File: config.mk
export PLATFORM = sky130hd
export DESIGN_NAME = pipe_stage_elastic
export DESIGN_NICKNAME = d
export VERILOG_FILES = /design/src/rtl/pipe_pkg.sv /design/src/rtl/pipe_reg_en.sv /design/src/rtl/pipe_stage_elastic.sv
export SDC_FILE = /design/constraint.sdc
export NUM_CORES = 1
export LEC_CHECK = 0
export BUFFER_PORTS_ARGS = -buffer_cell sky130_fd_sc_hd__buf_2
export CORE_MARGIN = 4
export CORE_UTILIZATION = 60
export CTS_BUF_LIST = sky130_fd_sc_hd__clkbuf_2
export DETAILED_ROUTE_END_ITERATION = 7
export HOLD_SLACK_MARGIN = 0.02
export PLACE_DENSITY_LB_ADDON = 0.08
export SLEW_MARGIN = 5
export SYNTH_ARGS = -nofsm -noshare
export SYNTH_HDL_FRONTEND = slang
export SYNTH_SLANG_ARGS = --single-unit
export TNS_END_PERCENT = 10
File: constraint.sdc
create_clock -name clk -period 5.2 [get_ports clk]
set_input_delay 0.26 -clock clk [delete_from_list [all_inputs] [get_ports clk]]
set_output_delay 0.26 -clock clk [all_outputs]
set_load 0.01 [all_outputs]
File: src/rtl/pipe_pkg.sv
// Shared definitions for the elastic pipeline stage registers: NOP encoding,
// default widths, the standard control bundle and the main-register source select.
package pipe_pkg;

  localparam logic [15:0] NOP_INST           = 16'h4000;
  localparam int unsigned DEFAULT_WIDTH      = 16;
  localparam int unsigned DEFAULT_CTRL_WIDTH = 4;

  typedef struct packed {
    logic regwrite;
    logic memread;
    logic memwrite;
    logic memtoreg;
  } ctrl_bundle_t;

  typedef enum logic [1:0] {
    SEL_IN,
    SEL_SKID,
    SEL_BUBBLE
  } main_sel_e;

endpackage

File: src/rtl/pipe_reg_en.sv
// Enabled register with asynchronous active-high reset to a parametrised value;
// used for the payload and control halves of both stage entries.
module pipe_reg_en #(
  parameter int unsigned      WIDTH     = 16,
  parameter logic [WIDTH-1:0] RESET_VAL = '0
) (
  input  logic             clk,
  input  logic             rst,
  input  logic             en_i,
  input  logic [WIDTH-1:0] d_i,
  output logic [WIDTH-1:0] q_o
);

  logic [WIDTH-1:0] data_q;

  always_ff @(posedge clk or posedge rst) begin
    if (rst) begin
      data_q <= RESET_VAL;
    end else if (en_i) begin
      data_q <= d_i;
    end
  end

  assign q_o = data_q;

endmodule

File: src/rtl/pipe_stage_elastic.sv
// Elastic valid/ready pipeline stage with optional one-entry skid buffer,
// bubble-inserting flush and a global freeze that overrides everything.
module pipe_stage_elastic
  import pipe_pkg::*;
#(
  parameter int unsigned      WIDTH       = DEFAULT_WIDTH,
  parameter int unsigned      CTRL_WIDTH  = DEFAULT_CTRL_WIDTH,
  parameter logic [WIDTH-1:0] BUBBLE_DATA = WIDTH'(NOP_INST),
  parameter bit               SKID        = 1'b1
) (
  input  logic                  clk,
  input  logic                  rst,
  input  logic                  hold,
  input  logic                  flush,
  input  logic                  in_valid,
  output logic                  in_ready,
  input  logic [WIDTH-1:0]      in_data,
  input  logic [CTRL_WIDTH-1:0] in_ctrl,
  output logic                  out_valid,
  input  logic                  out_ready,
  output logic [WIDTH-1:0]      out_data,
  output logic [CTRL_WIDTH-1:0] out_ctrl,
  output logic [1:0]            occupancy
);

  logic                  outValid_q, outValid_d;
  logic                  skidValid_q, skidValid_d;
  logic                  accept, emit;
  logic                  mainEn, skidEn;
  main_sel_e             mainSel;
  logic [WIDTH-1:0]      mainData_d, mainData_q, skidData_q;
  logic [CTRL_WIDTH-1:0] mainCtrl_d, mainCtrl_q, skidCtrl_q;

  // With the skid buffer, ready depends only on registered state (plus hold);
  // without it, ready looks through to the downstream consumer.
  assign in_ready = ~rst & ~hold &
                    (SKID ? ~skidValid_q : (~outValid_q | out_ready));

  assign accept = in_valid & in_ready;
  assign emit   = outValid_q & out_ready & ~hold;

  always_comb begin
    outValid_d  = outValid_q;
    skidValid_d = skidValid_q;
    mainEn      = 1'b0;
    skidEn      = 1'b0;
    mainSel     = SEL_IN;
    if (!hold) begin
      if (flush) begin
        outValid_d  = 1'b0;
        skidValid_d = 1'b0;
        mainEn      = 1'b1;
        mainSel     = SEL_BUBBLE;
      end else if (skidValid_q) begin
        if (emit) begin
          mainEn      = 1'b1;
          mainSel     = SEL_SKID;
          skidValid_d = 1'b0;
        end
      end else if (accept && (!outValid_q || emit)) begin
        mainEn     = 1'b1;
        mainSel    = SEL_IN;
        outValid_d = 1'b1;
      end else if (accept) begin
        skidEn      = 1'b1;
        skidValid_d = 1'b1;
      end else if (emit) begin
        mainEn     = 1'b1;
        mainSel    = SEL_BUBBLE;
        outValid_d = 1'b0;
      end
    end
  end

  always_comb begin
    mainData_d = BUBBLE_DATA;
    mainCtrl_d = '0;
    case (mainSel)
      SEL_IN: begin
        mainData_d = in_data;
        mainCtrl_d = in_ctrl;
      end
      SEL_SKID: begin
        mainData_d = skidData_q;
        mainCtrl_d = skidCtrl_q;
      end
      default: begin
        mainData_d = BUBBLE_DATA;
        mainCtrl_d = '0;
      end
    endcase
  end

  // The skid valid bit is pinned low when the stage is built without a skid entry.
  always_ff @(posedge clk or posedge rst) begin
    if (rst) begin
      outValid_q  <= 1'b0;
      skidValid_q <= 1'b0;
    end else begin
      outValid_q  <= outValid_d;
      skidValid_q <= SKID ? skidValid_d : 1'b0;
    end
  end

  pipe_reg_en #(.WIDTH(WIDTH), .RESET_VAL(BUBBLE_DATA)) uMainData (
    .clk(clk), .rst(rst), .en_i(mainEn), .d_i(mainData_d), .q_o(mainData_q)
  );

  pipe_reg_en #(.WIDTH(CTRL_WIDTH), .RESET_VAL('0)) uMainCtrl (
    .clk(clk), .rst(rst), .en_i(mainEn), .d_i(mainCtrl_d), .q_o(mainCtrl_q)
  );

  pipe_reg_en #(.WIDTH(WIDTH), .RESET_VAL(BUBBLE_DATA)) uSkidData (
    .clk(clk), .rst(rst), .en_i(skidEn), .d_i(in_data), .q_o(skidData_q)
  );

  pipe_reg_en #(.WIDTH(CTRL_WIDTH), .RESET_VAL('0)) uSkidCtrl (
    .clk(clk), .rst(rst), .en_i(skidEn), .d_i(in_ctrl), .q_o(skidCtrl_q)
  );

  assign out_valid = outValid_q;
  assign out_data  = mainData_q;
  assign out_ctrl  = outValid_q ? mainCtrl_q : '0;
  assign occupancy = {1'b0, outValid_q} + {1'b0, skidValid_q};

endmodule

# Word-level counts from Yosys, hierarchy flattened
# Index checks and enable logic that the tools add are counted.
word_totals:
  reg_bits: 42
  output_inout_bits: 24
  wordCells: 53
classes:
  add_sub_neg: 1
  eq_ne: 3
  muxes: 29
  bitwise: 8
  reduce_logical: 6
op_table:
  columns: ["operator", "n"]
  rows:
  - ["case mux 16 bit (2 select lines)", 1]
  - ["two-way mux 1 bit", 20]
  - ["two-way mux 2 bit", 6]
  - ["case mux 4 bit (2 select lines)", 1]
  - ["bitwise AND 1 bit", 5]
  - ["two-way mux 4 bit", 1]
  - ["AND reduction 4 bit", 1]
  - ["!= test 3 x 2 -> 1 bit (second input constant)", 1]
  - ["NOT 1 bit", 3]
  - ["nonzero test 3 bit", 1]
  - ["adder 1 x 1 -> 2 bit", 1]
  - ["== test 2 x 1 -> 1 bit (second input constant)", 1]
  - ["logical NOT 2 bit", 1]
  - ["!= test 2 bit (second input constant)", 1]
  - ["logical AND 1 bit", 1]
  - ["logical NOT 1 bit", 1]
  - ["logical OR 1 bit", 1]

# Depth between registers and ports, before layout
depth:
  ltp_word: 11
  depth_mapped: 6
  mapped_depth_nobuf: 3

# Cells and area by module
# A second synthesis with hierarchy kept.
hier_totals:
  hier_cells: 163
  area_unflattened_um2: 2164.6
by_module_without_submodules:
  columns: ["module", "n_inst", "cells_per_inst", "area_each_um2", "seq_area_each_um2"]
  rows:
  - ["pipe_reg_en (uMainData ...)", 2, 35, 654.4, 401.6]
  - ["pipe_stage_elastic", 1, 75, 558.0, 50.0]
  - ["pipe_reg_en (uMainCtrl ...)", 2, 9, 148.9, 100.1]

# Worst setup path after synthesis
# Ideal clock, no wire load.
synth_timing:
  kind: "register to register"
  startpoint: "register skidValid_q"
  endpoint: "register uSkidCtrl.data_q[0], in the netlist uSkidCtrl.q_o[0]"
  t_arrival_ps: 1854
  slack_ps: 3221
  stages_incl_launch_ff: 5
  path_buffers: 1
  cell_sequence: "dfrtp_1 -> or4b_4 -> a2111o_1 -> buf_6 -> mux2_4"
synth_between:
  elab_chain_cells: 8
  word_cells_on_any_way: 9
  cone_classes: "mux: 5; bitwise: 3; reduce/logical: 1"
synth_rtl:
  columns: ["item", "line", "text"]
  rows:
  - ["start, declared", "pipe_stage_elastic.sv:27", "logic skidValid_q, skidValid_d;"]
  - ["start signal, assigned", "pipe_stage_elastic.sv:101", "skidValid_q <= SKID ? skidValid_d : 1'b0;"]
  - ["NOT 1 bit", "pipe_stage_elastic.sv:37", "(SKID ? ~skidValid_q : (~outValid_q | out_ready));"]
  - ["bitwise AND 1 bit", "pipe_stage_elastic.sv:36", "assign in_ready = ~rst & ~hold &"]
  - ["bitwise AND 1 bit", "pipe_stage_elastic.sv:39", "assign accept = in_valid & in_ready;"]
  - ["two-way mux 1 bit or logical AND 1 bit (tied branches)", "pipe_stage_elastic.sv:64, pipe_stage_elastic.sv:60", null]
  - ["two-way mux 1 bit", "pipe_stage_elastic.sv:60", "end else if (accept && (!outValid_q || emit)) begin"]
  - ["two-way mux 1 bit *", "pipe_stage_elastic.sv:54", "end else if (skidValid_q) begin"]
  - ["two-way mux 1 bit *", "pipe_stage_elastic.sv:49", "if (flush) begin"]
  - ["two-way mux 1 bit *", "pipe_stage_elastic.sv:48", "if (!hold) begin"]
  - ["end signal, assigned", "pipe_reg_en.sv:20", "data_q <= d_i;"]
  - ["end, declared", "pipe_reg_en.sv:14", "logic [WIDTH-1:0] data_q;"]
# Every way passes the cells marked *; elsewhere a longest branch is shown, timed or not.
# A chain may end at the register's enable or synchronous reset.

# Worst setup path after layout
layout_timing:
  startpoint: "register outValid_q, in the netlist out_valid"
  endpoint: "register uSkidData.data_q[15], in the netlist uSkidData.q_o[15]"
layout_between:
  elab_chain_cells: 8
  word_cells_on_any_way: 9
  cone_classes: "mux: 4; bitwise: 2; reduce/logical: 3"
layout_rtl:
  columns: ["item", "line", "text"]
  rows:
  - ["start, declared", "pipe_stage_elastic.sv:26", "logic outValid_q, outValid_d;"]
  - ["start signal, assigned", "pipe_stage_elastic.sv:100", "outValid_q <= outValid_d;"]
  - ["bitwise AND 1 bit (2 in series)", "pipe_stage_elastic.sv:40", "assign emit = outValid_q & out_ready & ~hold;"]
  - ["logical OR 1 bit *", "pipe_stage_elastic.sv:60", null]
  - ["logical AND 1 bit *", "pipe_stage_elastic.sv:60", null]
  - ["two-way mux 1 bit *", "pipe_stage_elastic.sv:60", null]
  - ["two-way mux 1 bit *", "pipe_stage_elastic.sv:54", null]
  - ["two-way mux 1 bit *", "pipe_stage_elastic.sv:49", null]
  - ["two-way mux 1 bit *", "pipe_stage_elastic.sv:48", null]
  - ["end signal, assigned", "pipe_reg_en.sv:20", null]
  - ["end, declared", "pipe_reg_en.sv:14", null]
# Marked as above.

==> summary.md <==
| Metric | Value |
|---|---|
| Final wirelength | 5.531 mm |
| Synth Area in Simple Gates | 0.1046 |
| WS Path Type | reg -> reg |
| Clk pwr share | 0.183 |
| CP cell instances | inv_1 -> a2111o_1 -> mux2_4 |
| Root Buffer | clkbuf_2 |
| Status | completed |
| Critical Path Max Stage Delay | around 1.0 ns |
| Fin Setup TNS | 0 ns |
| GRT Util Overall | 0.2367 |
| Antenna Cells | 0 |
| Cell area after synthesis | 0.002237 sq mm |
| Via density | roughly 6.7 |
| First-pass GRT wire length | 9.114 mm |
| #FFs+latches synth | 42 |
| DP HPWL | 3.495 mm |
| Slowest stage cell, crit path | a2111o_1 |
| Yosys cell types | 27 |
| Pint | 0.5087 mW |
| Worst setup SP type | flip-flop |
| Switching Share | 0.3073 |
| Count of final hold-check violations | 0 |
| Max frequency | 389.6 MHz |
| Drt initial violations | 207 |
| Synth Area in Compound Gates | 0.2276 |
| Measured slew at the worst slew-check pin | 1.215 ns |
| Via count | 1,838 |
| Pre-Repair DR Iteration Count | 4 |
| Nets | 253 |
| Die width | 69.06 um |
| Clock transition at the registers of the reported paths | 0.20 ns |
| IO Port Bufs | 49 |
| Multiplexer share of the synthesized area | 0.1342 |
| Critical-path maximum fanout | 20 |
| Pin count of the biggest net entering global routing | 29 |
| RSZ-0062 raised after global routing | no |
| Mapped Avg Cell Area | between 10 and 15 sq um |
| Top FF cell, synth | dfrtp_1 |
| Ys async rst share | 1.000 |
| DP Area | 0.002464 sq mm |
| Worst min-delay path class | in -> reg |
| CTS tree | done |
| Combinational family with the most area after synthesis | compound AO/OA/AOI/OAI gates |
| Initial antenna violation count | 0 |
| Synth warn | 0 |
| Tmin final | 2.567 ns |
| CTS HTree Levels | 2 |
| RePlAce Congestion | just under 0.8 |
| Period utilisation layout | 0.4936 |
| Post-Synthesis Cells | 190 |
| DRC viols | 0 |
| CORE AREA | 0.003468 sq mm |
| Worst Path Required | 5.50 ns |
| Part of the power in registers | 0.569 |
| CP Capture Type | flip-flop |
| Pwr per Cell Area | 293.4 mW/mm^2 |
| # rows | 21 |
| Die Area | ~0.0048 sq mm |
| Fraction of layout cells with a size suffix above 1 | 0.3833 |
| Routed wire per std cell | 20.26 um |
| DRT antenna net count | 0 |
| Hold_buf cts | 0 |
| Clk_lat worst skew | 0.40 ns |
| Cell area after layout | between 0.002 and 0.003 sq mm |
| Max transition margin | 0.1901 |
| EDFF count, synth | 0 |
| Postcts setup bufs | 0 |
| Post-Synth XOR/XNOR Area | 0 |
| Synthesized-area fraction occupied by adder cells | 0.005593 |
| Max-Cap Viols | 0 |
| Total gr overflow | 0 |
| Crit path DAT | 2.87 ns |
| Post-cts resize count | 0 |
| Combinational fraction of design power | 0.248 |
| Number of global-route vias before repair | 1,889 |
| Worst vdd ir | 0.1768 mV |
| Leak | 1.143 nW |
| Fin. max-slew vios | 0 |
| # IOs | 50 |
| TritonCTS buffer count | 5 |
| Syn Nets | roughly 220 |
| Total clock sinks | 42 |
| CTS Buffer Depth | 2 |
| Switching pwr | around 0.23 mW |
| Die Span Y | 69.06 um |
| Initial Util | 0.6450 |
| Area growth syn-to-layout | 11.86% |
| Clk_skew | 0.01220 ns |
| Seq/Total Area, Yosys | 0.4709 |
| Worst reg2reg setup slack | 2.63 ns |
| Final core occ | 0.7215 |
| Final setup fails | 0 |
metal layers:
layer / vias up / part of all wire / wire, um / track usage
li1: 825 / - / - / -
met1: 904 / 0.41 / 2251 / 0.2947
met2: 105 / 0.49 / 2687 / 0.3994
met3: 4 / 0.099 / 550 / 0.06977
met4: 0 / 0.0076 / 42 / 0.06508
met5: - / 0 / 0 / 0
cell usage in the layout (no fill, tap or decap), drive strengths merged, types with 2 or more instances in the layout:
cell type	synthesis	routed
a21oi	3	3
a221oi	19	19
a31oi	19	19
and2	4	4
buf	3	53
clkbuf	21	6
clkinv	0	2
dfrtp	40	40
dfstp	2	2
inv	4	4
mux2	20	20
nand3b	20	20
o211ai	20	20
path summary, 6_finish.rpt:
path	start	end	cells past startpoint
worst max-delay path	out_valid$_DFFE_PP0P_	uSkidData.q_o[15]$_DFFE_PP0P_	3
min in group asynchronous	rst	uSkidCtrl.q_o[3]$_DFFE_PP0P_	2
worst min-delay path	in_data[7]	uSkidData.q_o[7]$_DFFE_PP0P_	2
max in group asynchronous	rst	uSkidCtrl.q_o[0]$_DFFE_PP0P_	3
worst min register to register	uSkidData.q_o[10]$_DFFE_PP0P_	uSkidData.q_o[10]$_DFFE_PP0P_	1
worst max register to register	out_valid$_DFFE_PP0P_	uSkidData.q_o[15]$_DFFE_PP0P_	3
cells in the mapped netlist, types with 2 or more instances:
cell	instances	area (sq um)
dfstp_2	2	52.55
buf_6	3	33.78
mux2_4	20	300.3
dfrtp_1	40	1001
and2_1	4	25.02
a31oi_1	19	118.9
nand3b_1	20	150.1
o211ai_1	20	150.1
inv_1	4	15.01
clkbuf_1	21	78.83
a21oi_1	3	15.01
a221oi_1	19	166.4
critical path, delay by kind of cell (launching register included):
kind | cells | cell delay (ns)
buffers and inverters | 1 | 0.54
multiplexers | 1 | 0.36
AO/OA/AOI/OAI | 1 | 1.01
flip-flops | 1 | 0.57
logic make-up after synthesis:
| family | Yosys count |
|---|---|
| buf+inv | 28 |
| flops | 42 |
| compound gates | 68 |
| mux | 20 |
| simple gates | 31 |
| fa+ha+maj | 1 |
metrics by stage:
step           total power [mW]  hold slack, ns  instances  setup WS, ns
2_1_floorplan            0.5370          0.4077        190         3.221
3_3_place_gp             0.5955          0.4962        265         2.703
3_5_place_dp             0.6044          0.4947        265         2.646
4_1_cts                  0.7408         0.06514        273         2.624
5_1_grt                  0.7796         0.02782        273         2.464
6_report                 0.7343         0.08847        273         2.633
area by class of cell:
type	instances	area, sq um
Clock buffer	6	30.03
Clock inverter	2	8.758
Fill cell	277	965.9
Inverter	4	15.01
Multi-Input combinational cell	120	1062
Sequential cell	42	1054
Tap cell	46	57.56
Timing Repair Buffer	53	275.3
registers in the layout, summed over array words and instances (netlist names):
register	count
out_valid	1
uMainData.q_o	16
skidValid_q	1
uSkidData.q_o	16
uSkidCtrl.q_o	4
uMainCtrl.q_o	4
power groups by stage:
stage	Clock, mW	Combinational (mW)	Sequential, mW
5_1_grt	0.159	0.197	0.423
4_1_cts	0.141	0.183	0.416
6_report	0.134	0.182	0.418
3_3_place_gp	0	0.176	0.419
2_1_floorplan	0	0.113	0.424
3_5_place_dp	0	0.184	0.421
(Power assumes the default switching activity.)
